$ cat src/rtl/dmem_arbiter_if.sv
// dmem_arbiter_if: requester, memory and status signals of the data-memory arbiter
interface dmem_arbiter_if #(
  parameter int DATA_W = 16,
  parameter int ADDR_W = 16
);
  logic              p0_req, p0_we, p0_ack, p0_rsp_valid, p0_err;
  logic [ADDR_W-1:0] p0_addr;
  logic [DATA_W-1:0] p0_wdata, p0_rdata;
  logic              p1_req, p1_we, p1_ack, p1_rsp_valid, p1_err;
  logic [ADDR_W-1:0] p1_addr;
  logic [DATA_W-1:0] p1_wdata, p1_rdata;
  logic [ADDR_W-1:0] mem_access_addr;
  logic [DATA_W-1:0] mem_write_data, mem_read_data;
  logic              mem_write, mem_read, busy;

  modport master (
    output p0_req, p0_we, p0_addr, p0_wdata, p1_req, p1_we, p1_addr, p1_wdata, mem_read_data,
    input  p0_ack, p0_rsp_valid, p0_err, p0_rdata, p1_ack, p1_rsp_valid, p1_err, p1_rdata,
    input  mem_access_addr, mem_write_data, mem_write, mem_read, busy
  );
  modport slave (
    input  p0_req, p0_we, p0_addr, p0_wdata, p1_req, p1_we, p1_addr, p1_wdata, mem_read_data,
    output p0_ack, p0_rsp_valid, p0_err, p0_rdata, p1_ack, p1_rsp_valid, p1_err, p1_rdata,
    output mem_access_addr, mem_write_data, mem_write, mem_read, busy
  );
endinterface

$ cat src/rtl/dmem_arbiter.sv
// dmem_arbiter: two-port arbiter/sequencer for the 8-entry data memory (DMEM_ARB_FIXED_PRIO_EN: port 0 always wins)
module dmem_arbiter #(
  parameter int DATA_W     = 16,
  parameter int ADDR_W     = 16,
  parameter int DEPTH_LOG2 = 3
) (
  input logic          clk,
  input logic          rst_n,
  dmem_arbiter_if.slave bus
);
  typedef enum logic [1:0] {IDLE, ACCESS, RESP} state_t;
  state_t            state, state_n;
  logic              we_q, owner, last_grant, sel, grant, oor, acc, resp;
  logic [ADDR_W-1:0] addr_q;
  logic [DATA_W-1:0] wdata_q;

`ifdef DMEM_ARB_FIXED_PRIO_EN
  assign sel = !bus.p0_req;
`else
  assign sel = (bus.p0_req && bus.p1_req) ? !last_grant : bus.p1_req;
`endif

  assign grant = (state == IDLE) && (bus.p0_req || bus.p1_req);
  assign acc   = state == ACCESS;
  assign resp  = state == RESP;
  assign oor   = |addr_q[ADDR_W-1:DEPTH_LOG2];

  // state register; reset aborts any access in flight
  always_ff @(posedge clk or negedge rst_n)
    if (!rst_n) state <= IDLE;
    else state <= state_n;

  // next state and all strobes decoded from state, so memory strobes exist only in ACCESS
  always_comb begin
    state_n             = grant ? ACCESS : acc ? RESP : IDLE;
    bus.p0_ack          = grant && !sel;
    bus.p1_ack          = grant && sel;
    bus.p0_rsp_valid    = resp && !owner;
    bus.p1_rsp_valid    = resp && owner;
    bus.p0_err          = resp && !owner && oor;
    bus.p1_err          = resp && owner && oor;
    bus.mem_access_addr = acc ? addr_q : '0;
    bus.mem_write_data  = acc ? wdata_q : '0;
    bus.mem_write       = acc && we_q && !oor;
    bus.mem_read        = acc && !we_q && !oor;
    bus.busy            = state != IDLE;
  end

  // latch the granted request and capture read data at the end of ACCESS
  always_ff @(posedge clk or negedge rst_n)
    if (!rst_n) begin
      we_q         <= 1'b0;
      owner        <= 1'b0;
      last_grant   <= 1'b1;
      addr_q       <= '0;
      wdata_q      <= '0;
      bus.p0_rdata <= '0;
      bus.p1_rdata <= '0;
    end else begin
      if (grant) begin
        we_q       <= sel ? bus.p1_we : bus.p0_we;
        addr_q     <= sel ? bus.p1_addr : bus.p0_addr;
        wdata_q    <= sel ? bus.p1_wdata : bus.p0_wdata;
        owner      <= sel;
        last_grant <= sel;
      end
      if (acc && !we_q && owner) bus.p1_rdata <= oor ? '0 : bus.mem_read_data;
      if (acc && !we_q && !owner) bus.p0_rdata <= oor ? '0 : bus.mem_read_data;
    end
endmodule

$ cat src/flat_wrapper.sv
// flat-port wrapper written by rule: the top's interface ports become plain ports
module dmem_arbiter_flat 
#(
  parameter int DATA_W     = 16,
  parameter int ADDR_W     = 16,
  parameter int DEPTH_LOG2 = 3
)
  (clk, rst_n, bus_p0_req, bus_p0_we, bus_p0_addr, bus_p0_wdata, bus_p1_req, bus_p1_we, bus_p1_addr, bus_p1_wdata, bus_mem_read_data, bus_p0_ack, bus_p0_rsp_valid, bus_p0_err, bus_p0_rdata, bus_p1_ack, bus_p1_rsp_valid, bus_p1_err, bus_p1_rdata, bus_mem_access_addr, bus_mem_write_data, bus_mem_write, bus_mem_read, bus_busy);
  dmem_arbiter_if #(.DATA_W(DATA_W), .ADDR_W(ADDR_W)) bus_i ();
  input logic clk;
  input logic rst_n;
  input wire logic [$bits(bus_i.p0_req)-1:0] bus_p0_req;
  input wire logic [$bits(bus_i.p0_we)-1:0] bus_p0_we;
  input wire logic [$bits(bus_i.p0_addr)-1:0] bus_p0_addr;
  input wire logic [$bits(bus_i.p0_wdata)-1:0] bus_p0_wdata;
  input wire logic [$bits(bus_i.p1_req)-1:0] bus_p1_req;
  input wire logic [$bits(bus_i.p1_we)-1:0] bus_p1_we;
  input wire logic [$bits(bus_i.p1_addr)-1:0] bus_p1_addr;
  input wire logic [$bits(bus_i.p1_wdata)-1:0] bus_p1_wdata;
  input wire logic [$bits(bus_i.mem_read_data)-1:0] bus_mem_read_data;
  output wire logic [$bits(bus_i.p0_ack)-1:0] bus_p0_ack;
  output wire logic [$bits(bus_i.p0_rsp_valid)-1:0] bus_p0_rsp_valid;
  output wire logic [$bits(bus_i.p0_err)-1:0] bus_p0_err;
  output wire logic [$bits(bus_i.p0_rdata)-1:0] bus_p0_rdata;
  output wire logic [$bits(bus_i.p1_ack)-1:0] bus_p1_ack;
  output wire logic [$bits(bus_i.p1_rsp_valid)-1:0] bus_p1_rsp_valid;
  output wire logic [$bits(bus_i.p1_err)-1:0] bus_p1_err;
  output wire logic [$bits(bus_i.p1_rdata)-1:0] bus_p1_rdata;
  output wire logic [$bits(bus_i.mem_access_addr)-1:0] bus_mem_access_addr;
  output wire logic [$bits(bus_i.mem_write_data)-1:0] bus_mem_write_data;
  output wire logic [$bits(bus_i.mem_write)-1:0] bus_mem_write;
  output wire logic [$bits(bus_i.mem_read)-1:0] bus_mem_read;
  output wire logic [$bits(bus_i.busy)-1:0] bus_busy;
  assign bus_i.p0_req = bus_p0_req;
  assign bus_i.p0_we = bus_p0_we;
  assign bus_i.p0_addr = bus_p0_addr;
  assign bus_i.p0_wdata = bus_p0_wdata;
  assign bus_i.p1_req = bus_p1_req;
  assign bus_i.p1_we = bus_p1_we;
  assign bus_i.p1_addr = bus_p1_addr;
  assign bus_i.p1_wdata = bus_p1_wdata;
  assign bus_i.mem_read_data = bus_mem_read_data;
  assign bus_p0_ack = bus_i.p0_ack;
  assign bus_p0_rsp_valid = bus_i.p0_rsp_valid;
  assign bus_p0_err = bus_i.p0_err;
  assign bus_p0_rdata = bus_i.p0_rdata;
  assign bus_p1_ack = bus_i.p1_ack;
  assign bus_p1_rsp_valid = bus_i.p1_rsp_valid;
  assign bus_p1_err = bus_i.p1_err;
  assign bus_p1_rdata = bus_i.p1_rdata;
  assign bus_mem_access_addr = bus_i.mem_access_addr;
  assign bus_mem_write_data = bus_i.mem_write_data;
  assign bus_mem_write = bus_i.mem_write;
  assign bus_mem_read = bus_i.mem_read;
  assign bus_busy = bus_i.busy;
  dmem_arbiter #(.DATA_W(DATA_W), .ADDR_W(ADDR_W), .DEPTH_LOG2(DEPTH_LOG2)) u_core (.clk(clk), .rst_n(rst_n), .bus(bus_i));
endmodule
$ cat config.mk
export PLATFORM = sky130hd
export DESIGN_NAME = dmem_arbiter_flat
export DESIGN_NICKNAME = d
export VERILOG_FILES = /design/src/rtl/dmem_arbiter_if.sv /design/src/rtl/dmem_arbiter.sv /design/src/flat_wrapper.sv
export SDC_FILE = /design/constraint.sdc
export NUM_CORES = 1
export LEC_CHECK = 0
export CAP_MARGIN = 0
export CORE_MARGIN = 3
export CORE_UTILIZATION = 44
export DETAILED_ROUTE_END_ITERATION = 8
export PLACE_DENSITY = 0.94
export SLEW_MARGIN = 20
export SYNTH_ARGS = -nofsm -noshare
export SYNTH_HDL_FRONTEND = slang
export SYNTH_SLANG_ARGS = --single-unit
export TNS_END_PERCENT = 10
$ cat constraint.sdc
create_clock -name clk -period 2.6 [get_ports clk]
set_clock_uncertainty 0.2 [all_clocks]
set_input_delay 0.39 -clock clk [delete_from_list [all_inputs] [get_ports clk]]
set_output_delay 0.39 -clock clk [all_outputs]
set_load 0.1 [all_outputs]
==> flow_summary.json <==
{
  "outcome": "finished, final reports clean",
  "wl_per_cell_um": 18.98,
  "htree_levels": 3,
  "multiInputGateArea_mm2": 0.001401,
  "rsz0062_at_grt": "no",
  "die_area_mm2": 0.008504,
  "final_cell_mix": "clkdlybuf4s50_1, dfrtp_1, nand2_1",
  "slowest_delay_ns": 0.41,
  "crit_chain": "nor4_2, nand4_1, buf_4, nor3b_4, buf_12",
  "power_frac_comb_pct": 64.9,
  "max_slew.worst_pin.slew_ns": 0.8336,
  "synth_seq_cells": 69,
  "avgSynthCellArea_um2": 10.25,
  "syn-num-nets": 405,
  "viasPerCell": 5.664,
  "antenna_found_initial": 0,
  "post-route-period-util_pct": 97.17,
  "grt_pass1_vias": 3428,
  "netlist_instances": 319,
  "critPathKind": "reg -> out",
  "seqPwrFrac_pct": 23.0,
  "drt_iter0_drc": 157,
  "row_count": 30,
  "port_buffers": 158,
  "gp_congestion": 0.8178,
  "antenna_left": 0,
  "fin_nets": 557,
  "drive_above_1_share_pct": 22.90,
  "overflow": 0,
  "p_leak_uw": 0.002347,
  "crit_required_ns": 2.01,
  "cp_max_fo": 36,
  "start_kind": "register",
  "die-height_um": 92.22,
  "synthArstFlopShare_pct": 100.0,
  "hold_path_end": "u_core.bus.p1_rdata[15]",
  "synthFlopType": "dfrtp_1",
  "final_cell_count_no_fill": 572,
  "setup_violations": 0,
  "cts_tree": "built",
  "hp-class": "reg -> reg",
  "final_common_cell": "clkdlybuf4s50_1",
  "report.final.slew_viol_count": 0,
  "finalWirelength_um": 10860,
  "fill_cells": 411,
  "clock_latency_ns": 0.34,
  "pwr-share-clk_pct": 12.1,
  "worstRegToRegCells": 3,
  "p_int_uw": 3684,
  "drv_cap": 0,
  "yosysWarnings": 0,
  "end_kind": "output pin",
  "p_sw_share_pct": 53.07,
  "p_total_uw": 7850,
  "cts_buffer_depth": 2,
  "worstPathArrival_ns": 1.94,
  "syn-cell-area_mm2": 0.003271,
  "cts-buffers-inserted": 9,
  "fin_crit_ns": 2.527,
  "ys_types": 30,
  "drc_errors": 0,
  "reg2reg_slack_ns": 0.53,
  "peakVddDrop_uv": 1220,
  "rr_endpoint": "u_core.bus.p1_rdata[2]",
  "worstReg2RegStart": "u_core.we_q",
  "hold_start": "u_core.bus.p1_rdata[15]",
  "diodes": 0,
  "grt_pass1_wl_um": 17770,
  "cellPowerDensity_mw_per_mm2": 1440,
  "grt.total_usage_pct": 26.61,
  "min_delay_path_depth": 2,
  "area_growth_pct": 66.68,
  "placedCellCount": 555,
  "fin_util_pct": 78.08,
  "p_sw_uw": 4166,
  "die_w_um": 92.22,
  "hpwl_um": 8167,
  "grt_max_degree": 37,
  "synth_edf_count": 0,
  "initial_core_util_pct": 46.85,
  "regArea_mm2": 0.001728,
  "clk_pin_slew_ns": 0.08,
  "vias": 3240,
  "fmax_mhz": 395.8,
  "slowest_stage": "dfrtp_1",
  "hold_viol_final": 0,
  "yosysSeqAreaShare_pct": 52.83,
  "fin_setup_tns_ns": 0,
  "slew_headroom_pct": 44.19,
  "pin_count": 159,
  "postCtsSetupRepairBufs": 0,
  "firstDrtPassIters": 4,
  "cts_root_buffer": "clkbuf_8",
  "clock-sinks": 69,
  "core-area_mm2": 0.006982
}
==> area by class of cell <==
cell class                      count  area share, %
Inverter                            2         0.1377
Clock buffer                       10          2.341
Tap cell                           96          2.203
Clock inverter                      6          1.607
Multi-Input combinational cell    220          25.71
Timing Repair Buffer              169          36.31
Sequential cell                    69          31.70
==> critical path, delay by kind of cell (launching register included) <==
family	cells	cell delay, ns
flops	1	0.41
simple gates	3	0.72
buf+inv	2	0.46
==> registers in the layout, summed over array words and instances, names as in the netlist <==
register	cells
u_core.owner	1
u_core.we_q	1
u_core.addr_q	16
u_core.last_grant	1
u_core.state	2
u_core.wdata_q	16
u_core.bus.p0_rdata	16
u_core.bus.p1_rdata	16
==> how the worst max path moves through the flow <==
stage | startpoint | to | slack, ns | cells after the start
floorplan | u_core.addr_q[13] | bus_mem_read | -0.36 | 4
global route | u_core.addr_q[7] | bus_mem_read | 0.002 | 5
CTS | u_core.addr_q[7] | bus_mem_read | 0.007 | 5
finish | u_core.addr_q[7] | bus_mem_read | 0.07 | 5
detailed placement | u_core.addr_q[7] | bus_mem_read | 0.32 | 5
global placement | u_core.addr_q[7] | bus_mem_read | 0.43 | 5
==> cell usage after synthesis (2+ instances only) <==
cell type | count | share of area, %
a21boi_0 | 32 | 7.3
a21o_1 | 2 | 0.46
a221o_1 | 33 | 10
and2_1 | 34 | 6.5
and3_1 | 2 | 0.38
buf_2 | 7 | 1.1
buf_6 | 7 | 2.4
clkbuf_1 | 13 | 1.5
dfrtp_1 | 68 | 52
inv_1 | 2 | 0.23
nand2_1 | 67 | 7.7
nor2_1 | 2 | 0.23
nor3b_1 | 2 | 0.46
nor4_1 | 2 | 0.38
o21ai_0 | 19 | 2.9
o21ai_1 | 13 | 2.0
==> stage by stage <==
step,hold slack (ns),area [µm²],worst slack (ns)
2_1_floorplan,-0.1056,3289,-0.3591
3_3_place_gp,0.2211,5214,0.4303
3_5_place_dp,0.2276,5214,0.3216
4_1_cts,0.2892,5445,0.006942
5_1_grt,0.3202,5451,0.002371
6_report,0.2844,5451,0.07349
==> power by group through the flow <==
stage	clock network [µW]	logic [µW]	registers, µW
2_1_floorplan	0	2660	2570
3_3_place_gp	0	4990	1770
3_5_place_dp	0	5100	1800
4_1_cts	953	5110	1800
5_1_grt	1000	5310	1860
6_report	949	5100	1800
==> logic make-up after synthesis <==
family	synth area share, %
flops	52.83
buf+inv	5.356
compound gates	23.03
simple gates	18.78
==> per-layer routing <==
layer | share of wire (%) | global-route usage (%) | wire (µm) | vias up
met1 | 38 | 31.74 | 4127 | 1572
met5 | 0 | 0 | 0 | -
met4 | 2.4 | 10.52 | 265 | 0
li1 | - | - | - | 1437
met3 | 11 | 8.942 | 1231 | 27
met2 | 48 | 44.28 | 5230 | 204
==> what timing repair did <==
item / 4_1_cts / 5_1_grt
hold buffers: 1 / 0
resized for setup: 1 / 1
endpoints found under the setup margin: 1 / 1
cloned: 0 / 0
hold endpoints to repair: 24 / 0
No activity file was read; power rests on OpenSTA's default activity.
